### config.mk
export PLATFORM = sky130hd
export DESIGN_NAME = shift_rows_stream_flat
export DESIGN_NICKNAME = d
export VERILOG_FILES = /design/src/rtl/shift_rows_stream_pkg.sv /design/src/rtl/shift_rows_stream_if.sv /design/src/rtl/shift_rows_stream_perm.sv /design/src/rtl/shift_rows_stream.sv /design/src/flat_wrapper.sv
export SDC_FILE = /design/constraint.sdc
export NUM_CORES = 1
export LEC_CHECK = 0
export ABC_AREA = 1
export CAP_MARGIN = 40
export CORE_MARGIN = 10
export CORE_UTILIZATION = 63
export CTS_CLUSTER_SIZE = 10
export DETAILED_ROUTE_END_ITERATION = 16
export PLACE_DENSITY = 0.84
export SLEW_MARGIN = 20
export SYNTH_ARGS = -nofsm -noshare
export SYNTH_HDL_FRONTEND = slang
export SYNTH_SLANG_ARGS = --single-unit
### constraint.sdc
create_clock -name clk -period 6.75 [get_ports clk]
set_input_delay 1.0125 -clock clk [delete_from_list [all_inputs] [get_ports clk]]
set_output_delay 1.0125 -clock clk [all_outputs]
set_load 0.01 [all_outputs]
### src/rtl/shift_rows_stream_pkg.sv
// Shared constants and helpers for the column-serial (Inv)ShiftRows stage.
// Also provides the per-row shift offsets for Nb = 4, 6 and 8.
package shift_rows_stream_pkg;

  localparam int AES_COL_W = 32;

  typedef enum logic {
    MODE_FWD = 1'b0,
    MODE_INV = 1'b1
  } sr_mode_e;

  // Byte lane of a state column; row 0 sits in the most significant byte.
  function automatic logic [7:0] col_byte(input logic [AES_COL_W-1:0] col, input int row);
    return col[(AES_COL_W-1)-8*row -: 8];
  endfunction

  function automatic int shift_offset(input int nb, input int row);
    case (row)
      0:       return 0;
      1:       return 1;
      2:       return (nb == 8) ? 3 : 2;
      default: return (nb == 8) ? 4 : 3;
    endcase
  endfunction

  function automatic bit nb_legal(input int nb);
    return (nb == 4) || (nb == 6) || (nb == 8);
  endfunction

endpackage

### src/rtl/shift_rows_stream_if.sv
// Valid/ready column stream; the master side also carries block framing and mode.
interface shift_rows_stream_if;
  import shift_rows_stream_pkg::*;

  logic                 valid;
  logic                 ready;
  logic [AES_COL_W-1:0] data;
  logic                 inv;
  logic                 last;

  modport master (output valid, output data, output inv, output last, input ready);
  modport slave  (input valid, input data, input inv, output ready);

endinterface

### src/rtl/shift_rows_stream_perm.sv
// Combinational (Inv)ShiftRows selection of one output column from a full block.
module shift_rows_stream_perm
  import shift_rows_stream_pkg::*;
#(
  parameter int NB = 4,
  parameter int CW = $clog2(NB)
) (
  input  logic [NB-1:0][AES_COL_W-1:0] i_cols,
  input  logic [CW-1:0]                i_col,
  input  logic                         i_inv,
  output logic [AES_COL_W-1:0]         o_col
);

  localparam logic [CW:0] NBW = (CW+1)'(NB);

  for (genvar r = 0; r < 4; r++) begin : g_row
    localparam logic [CW:0] OFF = (CW+1)'(shift_offset(NB, r));

    logic [CW:0]   w_col_x;
    logic [CW:0]   w_fwd_raw;
    logic [CW:0]   w_fwd;
    logic [CW:0]   w_inv;
    logic [CW-1:0] w_src;

    // One extra bit of headroom so the wrap at NB works for non-power-of-two NB.
    assign w_col_x   = {1'b0, i_col};
    assign w_fwd_raw = w_col_x + OFF;
    assign w_fwd     = (w_fwd_raw >= NBW) ? (w_fwd_raw - NBW) : w_fwd_raw;
    assign w_inv     = (w_col_x >= OFF) ? (w_col_x - OFF) : (w_col_x + NBW - OFF);
    assign w_src     = i_inv ? w_inv[CW-1:0] : w_fwd[CW-1:0];

    assign o_col[(AES_COL_W-1)-8*r -: 8] = col_byte(i_cols[w_src], r);
  end

endmodule

### src/rtl/shift_rows_stream.sv
// Streaming (Inv)ShiftRows: ping-pong buffers one NB-column block while the
// other bank is read out permuted, sustaining one column per cycle.
module shift_rows_stream
  import shift_rows_stream_pkg::*;
#(
  parameter int NB         = 4,
  parameter int DATA_WIDTH = 32,
  parameter int CW         = $clog2(NB)
) (
  input  logic                clk,
  input  logic                rst_n,
  shift_rows_stream_if.slave  s,
  shift_rows_stream_if.master m
);

  if (!nb_legal(NB)) begin : g_bad_nb
    $error("shift_rows_stream: NB must be 4, 6 or 8");
  end
  if (DATA_WIDTH != AES_COL_W) begin : g_bad_width
    $error("shift_rows_stream: DATA_WIDTH must be 32");
  end

  logic [1:0][NB-1:0][AES_COL_W-1:0] r_bank;
  sr_mode_e                          r_mode [2];
  logic [1:0]                        r_full;
  logic                              r_wsel;
  logic                              r_rsel;
  logic [CW-1:0]                     r_wcnt;
  logic [CW-1:0]                     r_rcnt;

  logic                 w_s_ready;
  logic                 w_s_acc;
  logic                 w_m_valid;
  logic                 w_m_acc;
  logic                 w_wlast;
  logic                 w_rlast;
  logic                 w_rd_inv;
  logic [AES_COL_W-1:0] w_perm_col;

  assign w_s_ready = ~r_full[r_wsel];
  assign w_s_acc   = s.valid & w_s_ready;
  assign w_m_valid = r_full[r_rsel];
  assign w_m_acc   = w_m_valid & m.ready;
  assign w_wlast   = (r_wcnt == CW'(NB-1));
  assign w_rlast   = (r_rcnt == CW'(NB-1));
  assign w_rd_inv  = (r_mode[r_rsel] == MODE_INV);

  assign s.ready = w_s_ready;
  assign m.valid = w_m_valid;

  // Column storage needs no reset: a bank is only read once its full flag is set.
  always_ff @(posedge clk) begin
    if (w_s_acc) begin
      r_bank[r_wsel][r_wcnt] <= s.data;
    end
  end

  // Bank flags, selects, counters and per-bank mode; writer and reader never touch the same flag.
  always_ff @(posedge clk) begin
    if (!rst_n) begin
      r_full    <= 2'b00;
      r_wsel    <= 1'b0;
      r_rsel    <= 1'b0;
      r_wcnt    <= '0;
      r_rcnt    <= '0;
      r_mode[0] <= MODE_FWD;
      r_mode[1] <= MODE_FWD;
    end else begin
      if (w_s_acc) begin
        if (r_wcnt == '0) begin
          r_mode[r_wsel] <= sr_mode_e'(s.inv);
        end
        if (w_wlast) begin
          r_full[r_wsel] <= 1'b1;
          r_wsel         <= ~r_wsel;
          r_wcnt         <= '0;
        end else begin
          r_wcnt <= r_wcnt + CW'(1);
        end
      end
      if (w_m_acc) begin
        if (w_rlast) begin
          r_full[r_rsel] <= 1'b0;
          r_rsel         <= ~r_rsel;
          r_rcnt         <= '0;
        end else begin
          r_rcnt <= r_rcnt + CW'(1);
        end
      end
    end
  end

  shift_rows_stream_perm #(.NB(NB), .CW(CW)) u_perm (
    .i_cols (r_bank[r_rsel]),
    .i_col  (r_rcnt),
    .i_inv  (w_rd_inv),
    .o_col  (w_perm_col)
  );

  // Output payload is zeroed whenever no column is being offered.
  always_comb begin
    m.data = '0;
    m.last = 1'b0;
    m.inv  = 1'b0;
    if (w_m_valid) begin
      m.data = w_perm_col;
      m.last = w_rlast;
      m.inv  = w_rd_inv;
    end else begin
      m.data = '0;
      m.last = 1'b0;
      m.inv  = 1'b0;
    end
  end

endmodule

### src/flat_wrapper.sv
// flat-port wrapper written by rule: the top's interface ports become plain ports
module shift_rows_stream_flat import shift_rows_stream_pkg::*;
#(
  parameter int NB         = 4,
  parameter int DATA_WIDTH = 32,
  parameter int CW         = $clog2(NB)
)
  (clk, rst_n, s_valid, s_data, s_inv, s_ready, m_valid, m_data, m_inv, m_last, m_ready);
  shift_rows_stream_if s_i ();
  shift_rows_stream_if m_i ();
  input  logic clk;
  input  logic rst_n;
  input wire logic [$bits(s_i.valid)-1:0] s_valid;
  input wire logic [$bits(s_i.data)-1:0] s_data;
  input wire logic [$bits(s_i.inv)-1:0] s_inv;
  output wire logic [$bits(s_i.ready)-1:0] s_ready;
  output wire logic [$bits(m_i.valid)-1:0] m_valid;
  output wire logic [$bits(m_i.data)-1:0] m_data;
  output wire logic [$bits(m_i.inv)-1:0] m_inv;
  output wire logic [$bits(m_i.last)-1:0] m_last;
  input wire logic [$bits(m_i.ready)-1:0] m_ready;
  assign s_i.valid = s_valid;
  assign s_i.data = s_data;
  assign s_i.inv = s_inv;
  assign s_ready = s_i.ready;
  assign m_valid = m_i.valid;
  assign m_data = m_i.data;
  assign m_inv = m_i.inv;
  assign m_last = m_i.last;
  assign m_i.ready = m_ready;
  shift_rows_stream #(.NB(NB), .DATA_WIDTH(DATA_WIDTH), .CW(CW)) u_core (.clk(clk), .rst_n(rst_n), .s(s_i), .m(m_i));
endmodule
==> impl_metrics.tcl, run 1 <==
set metrics [dict create \
    worstReg2RegEnd "u_core.r_bank[163]" \
    leakage_nw 4.53 \
    cpMaxStageDelayCell "dfxtp_4" \
    syn_inst 927 \
    dpl_worst_slack_ns 2.75 \
    timing.rr.start "u_core.r_wsel" \
    synth-main-ff-cell "edfxtp_1" \
    p_switching_mw 0.724 \
    fmax_ghz 0.221 \
    grt_start_max_net_pins 82 \
    ys_seq_area_share_pct 72.6 \
    cts.sinks 267 \
    synth_edf_count 256 \
    synth-seq-cells 267 \
    cts_buffer_depth 3 \
    outcome "complete, no violations" \
    drc 0 \
    worst_pin_slew_ns 0.785 \
    worstRegToRegCells 7 \
    drv_slew 0 \
    ant_nets 0 \
    drv_cap 0 \
    syn_nets 969 \
    cp.arrival_ns 3.51 \
    gp_congestion 0.793 \
    diodes 0 \
    use_met2_pct 36.9 \
    setup_slack_ns 2.23 \
    fillers 1040 \
    finalCritPeriodShare_pct 67.0 \
    synth.top_cell.area_share_pct 70.6 \
    hold_class "flop to flop" \
    grt_use_total_pct 22.1 \
    max-vdd-ir-drop_mv 0.233 \
    placementRows 48 \
    die_h_um 151 \
    clockPowerShare_pct 41.3 \
    final_layout_size_suffix_gt1_share_pct 5.98 \
    hold_viol_final 0 \
    dr_total_vias 7416 \
    grt_first_pass_wirelength_um 39400 \
    initial_utilization_pct 63.6 \
    synth_area_leaders "edfxtp_1, nor2_1, nand2_1, o21ai_0, dfxtp_1" \
    dpl.hpwl_um 13700 \
    clk_pin_slew_ns 0.06 \
    syn_avg_cell_area_um2 11.7 \
    critPathMostFrequentCell "nor2_1" \
    netSwitchingFraction_pct 20.7 \
    ctsResizeCount 0 \
    yosysWarnings 0 \
    ys_types 25 \
    cts_htree_levels 1 \
    powerDensity_nw_per_um2 275 \
    finClkSkew_ns 0.0133 \
    combPwrFrac_pct 5.2 \
    clock_latency_ns 0.54 \
    nets 1038 \
    ios 73 \
    criticalPathCategory "flop to output pin" \
    max_slew_margin_pct 47.5 \
    holdCritStartpoint "u_core.r_mode[1]" \
    crit_path_end_kind "output pin" \
    antenna_found_initial 0 \
    wl_um 25100 \
    fin_crit_ns 4.52 \
    rsz0062_at_grt "no" \
    drt-initial-drc-count 911 \
    holdPathEnd "u_core.r_mode[1]" \
    synth_area_um2 10900 \
    tritoncts.num_buffers 30 \
    wl_per_cell_um 20.2 \
    portBuffers 72 \
    first_pass_iters 5 \
    grt_busiest_layer "met2" \
    die_w_um 151 \
    setup_viol 0 \
    slowest_delay_ns 0.84 \
    synth_top_area_cell "edfxtp_1" \
    crit_fanout 69 \
    internal_power_mw 2.78 \
    root_buffer "clkbuf_16" \
    critPathLaunch "u_core.r_rsel" \
    utilization_pct 74.3 \
    post_cts_buffers 0 \
    hold_path_depth 4 \
    async_flop_share_pct 0 \
    grt_pass1_vias 7306 \
    cts_tree "built" \
    seq_power_share_pct 53.6 \
    coreArea_um2 17100 \
    grt_use_met1_pct 28.5 \
    overflow 0 \
    die-area_um2 22900 \
    worstSetupStartpointType "flop" \
    crit_required_ns 5.74 \
    cts_hold_buffers 0 \
    ff2ff_setup_slack_ns 3.95 \
    crit_chain "clkinv_2 -> buf_4 -> o21ai_0 -> o22ai_1 -> nor2_1 -> nor2_1 -> clkdlybuf4s50_1" \
    synthToLayoutAreaGrowth_pct 16.8 \
    vias_per_cell 5.96 \
    timing.setup.tns_ns 0 \
    use_met3_pct 4.07 \
]
-- power by group through the flow --
stage / clock (mW) / combinational, mW / sequential [mW]
2_1_floorplan: 0 / 0.0885 / 1.91
3_3_place_gp: 0 / 0.167 / 1.91
3_5_place_dp: 0 / 0.178 / 1.91
4_1_cts: 1.46 / 0.181 / 1.88
5_1_grt: 1.53 / 0.199 / 1.88
6_report: 1.45 / 0.181 / 1.88
-- Yosys cell counts, types with 3 or more instances --
library cell	number
clkbuf_1	22
ha_1	5
nor3_1	4
o211ai_1	16
o22ai_1	24
buf_4	7
o21ai_0	92
nor2_1	178
a21oi_1	12
inv_1	50
nand2_1	159
nand4_1	16
dfxtp_1	11
nand3_1	41
nand2_2	3
buf_2	20
buf_6	3
edfxtp_1	256
-- routing by layer --
metal | share of wire (%) | routed length (um) | up-vias
met5 | 0 | 0 | -
met4 | 2.6 | 655 | 0
met3 | 9.4 | 2370 | 65
met2 | 50 | 12500 | 418
met1 | 38 | 9630 | 3550
li1 | - | - | 3383
-- kinds of logic after synthesis --
| kind of cell | after synthesis | share of synthesized area (%) |
|---|---|---|
| XOR/XNOR | 1 | 0.149 |
| flip-flops | 267 | 72.6 |
| AND/OR/NAND/NOR | 401 | 14.8 |
| AO/OA/AOI/OAI | 149 | 7.63 |
| adder cells (fa/ha/maj) | 5 | 0.574 |
| buffers and inverters | 104 | 4.26 |
-- critical path, delay by kind of cell (launching register included) --
kind / cells / cell delay [ns]
AOI/OAI and AO/OA: 2 / 0.37
buffers and inverters: 3 / 1.56
and+or+nand+nor: 2 / 0.16
DFF: 1 / 0.84
-- stage by stage --
step                total power [mW]  cell area (um^2)  hold WS (ns)  instances
floorplan                       2.00             10900         0.489        927
global placement                2.07             11800         0.502       1185
detailed placement              2.09             11800         0.516       1188
CTS                             3.51             12700         0.525       1244
global route                    3.61             12700         0.574       1245
finish                          3.50             12700         0.534       1245
-- placed cells by master (no fill, tap or decap), types with 16 or more instances in the layout --
cell / instances
clkbuf_1: 25
clkbuf_16: 31
clkdlybuf4s50_1: 72
edfxtp_1: 256
inv_1: 50
nand2_1: 159
nand3_1: 41
nand4_1: 16
nor2_1: 177
o211ai_1: 16
o21ai_0: 92
o22ai_1: 24
-- state kept, by name, indices dropped and copies added (netlist names), named ones only --
name	count
u_core.r_rcnt	2
u_core.r_rsel	1
u_core.r_bank	256
u_core.r_wsel	1
u_core.r_mode	2
u_core.r_wcnt	2
u_core.r_full	2
-- how the worst max path moves through the flow --
stage,endpoint,cells after the start
global route,m_data[10],7
floorplan,u_core.r_bank[160],2
detailed placement,m_data[6],7
finish,m_data[0],7
CTS,m_data[6],7
global placement,m_data[5],9
-- area by class of cell --
| cell class | instances | area [um^2] | area share, % |
|---|---|---|---|
| sequential | 267 | 7910 | 62.2 |
| timing repair buffer | 89 | 905 | 7.11 |
| tap | 225 | 282 | 2.21 |
| multi-input combinational | 556 | 2550 | 20.1 |
| clock buffer | 56 | 870 | 6.84 |
| inverter | 52 | 196 | 1.54 |
No activity file was read; power rests on OpenSTA's default activity.
==> inputs of run 2 (changes only) <==
--- a/config.mk
+++ b/config.mk
@@ -8,10 +8,10 @@
 export ABC_AREA = 1
 export CAP_MARGIN = 40
 export CORE_MARGIN = 10
-export CORE_UTILIZATION = 63
+export CORE_UTILIZATION = 53
 export CTS_CLUSTER_SIZE = 10
 export DETAILED_ROUTE_END_ITERATION = 16
-export PLACE_DENSITY = 0.84
+export PLACE_DENSITY = 0.76
 export SLEW_MARGIN = 20
 export SYNTH_ARGS = -nofsm -noshare
 export SYNTH_HDL_FRONTEND = slang
==> constraint.sdc (replaced) <==
create_clock -name clk -period 4.08 [get_ports clk]
set_input_delay 0.612 -clock clk [delete_from_list [all_inputs] [get_ports clk]]
set_output_delay 0.612 -clock clk [all_outputs]
set_load 0.01 [all_outputs]
==> impl_metrics.tcl, run 2 (same netlist as run 1, synthesis figures left out) <==
set metrics [dict create \
    setup_viol 0 \
    finClkSkew_ns 0.00769 \
    die_h_um 163 \
    clockPowerShare_pct 41.1 \
    final_layout_size_suffix_gt1_share_pct 6.35 \
    seq_area_um2 7910 \
    cpLargestDelayFamily "buffers and inverters" \
    placed_area_um2 11900 \
    criticalPathCategory "flop to output pin" \
    root_buffer "clkbuf_16" \
    largest_reg_flops 256 \
    gp_congestion 0.783 \
    fillers 1464 \
    antenna_found_initial 0 \
    rsz0062_at_grt "no" \
    max_slew_margin_pct 41.5 \
    top_register "u_core.r_bank" \
    drc 0 \
    final_area_um2 12800 \
    post_cts_buffers 0 \
    crit_required_ns 3.47 \
    drv_cap 0 \
    final_cell_mix "edfxtp_1, nor2_1, nand2_1" \
    finalCritPeriodShare_pct 89.8 \
    slowest_delay_ns 0.70 \
    max-vdd-ir-drop_mv 0.394 \
    hold_class "flop to flop" \
    wl_um 24300 \
    netSwitchingFraction_pct 20.3 \
    placementRows 52 \
    hold_viol_final 0 \
    grt_pass1_vias 7023 \
    synthToLayoutAreaGrowth_pct 17.6 \
    clock_latency_ns 0.53 \
    wl_per_cell_um 18.8 \
    leakage_nw 4.55 \
    ios 73 \
    diodes 0 \
    dpl.hpwl_um 13100 \
    die-area_um2 26700 \
    overflow 0 \
    ant_nets 0 \
    ctsResizeCount 0 \
    grt_use_total_pct 17.7 \
    worstSetupStartpointType "flop" \
    coreArea_um2 20200 \
    setup_slack_ns 0.414 \
    dpl_worst_slack_ns 1.14 \
    cts_htree_levels 1 \
    timing.setup.tns_ns 0 \
    worst_hold_slack_ns 0.520 \
    vias_per_cell 5.53 \
    drv_slew 0 \
    initial_utilization_pct 53.8 \
    clk_pin_slew_ns 0.06 \
    cpMaxStageDelayCell "buf_4" \
    dr_total_vias 7156 \
    p_switching_mw 1.17 \
    total_power_mw 5.77 \
    worst_pin_slew_ns 0.877 \
    tritoncts.num_buffers 30 \
    crit_fanout 79 \
    cts_tree "built" \
    first_pass_iters 5 \
    combPwrFrac_pct 5.1 \
    cp.arrival_ns 3.05 \
    timing.critical_path.buf_inv 2 \
    crit_chain "buf_4 -> o21ai_0 -> o22ai_1 -> nor2_1 -> nor2_1 -> clkdlybuf4s50_1" \
    grt_first_pass_wirelength_um 37600 \
    seq_power_share_pct 53.8 \
    nets 1042 \
    fin_crit_ns 3.67 \
    portBuffers 72 \
    critPathMostFrequentCell "nor2_1" \
    drt-initial-drc-count 603 \
    powerDensity_nw_per_um2 451 \
    grt_start_max_net_pins 88 \
    cts_buffer_depth 3 \
    fmax_ghz 0.273 \
    multi_input_area_um2 2550 \
    crit_path_end_kind "output pin" \
    die_w_um 163 \
    cts_hold_buffers 0 \
    cts.sinks 267 \
    outcome "complete, no violations" \
    internal_power_mw 4.60 \
    layout_commonest_cell "edfxtp_1" \
]
==> run 2: changes by cell type in the layout (fill, tap and decap cells not counted), sizes merged <==
| cell | previous run | this run |
|---|---|---|
| buf | 17 | 21 |
==> run 2: layout make-up <==
type	instances	area share [%]
flip-flops and latches	267	61.8
multi-input cells	556	19.9
repair buffers	93	7.35
clock buffers	56	6.79
well taps	270	2.64
inverters	52	1.53
==> run 2: worst register-to-register path, stage by stage, from the launching register on <==
cell,delay [ns]
dfxtp_1,0.61
inv_1,0.21
nor2_1,0.14
nor2_1,0.07
nor2_1,0.24
nand2_1,0.17
nor2_4,0.35
buf_4,0.48
==> run 2: worst paths after layout <==
check,slack [ns],end,start,depth (start not counted)
worst max-delay path,0.41,m_data[6],u_core.r_rcnt[0],6
worst min-delay path,0.52,u_core.r_mode[0],u_core.r_mode[0],4
worst max register to register,1.45,u_core.r_bank[106],u_core.r_wsel,7
worst min register to register,0.52,u_core.r_mode[0],u_core.r_mode[0],4
==> run 2: per-stage QoR <==
step / util, % / cells
5_1_grt: 63.3 / 1294
4_1_cts: 63.2 / 1293
6_report: 63.3 / 1294
2_1_floorplan: - / 927
3_3_place_gp: 58.9 / 1237
3_5_place_dp: 58.9 / 1237
==> run 2: routing by layer <==
layer  routed length [um]  vias to the layer above  track usage [%]
li1                     -                     3393                -
met1                10300                     3428             23.7
met2                11700                      295             28.8
met3                 1790                       40             3.50
met4                  484                        0             5.16
met5                    0                        -                0
==> run 2: power groups by stage <==
stage                     logic, mW  registers (mW)  clock network (mW)
after CTS                     0.294            3.10                2.40
after global routing          0.325            3.11                2.52
final                         0.293            3.10                2.37
after detailed placement      0.292            3.16                   0
after floorplan               0.146            3.16                   0
after global placement        0.285            3.16                   0
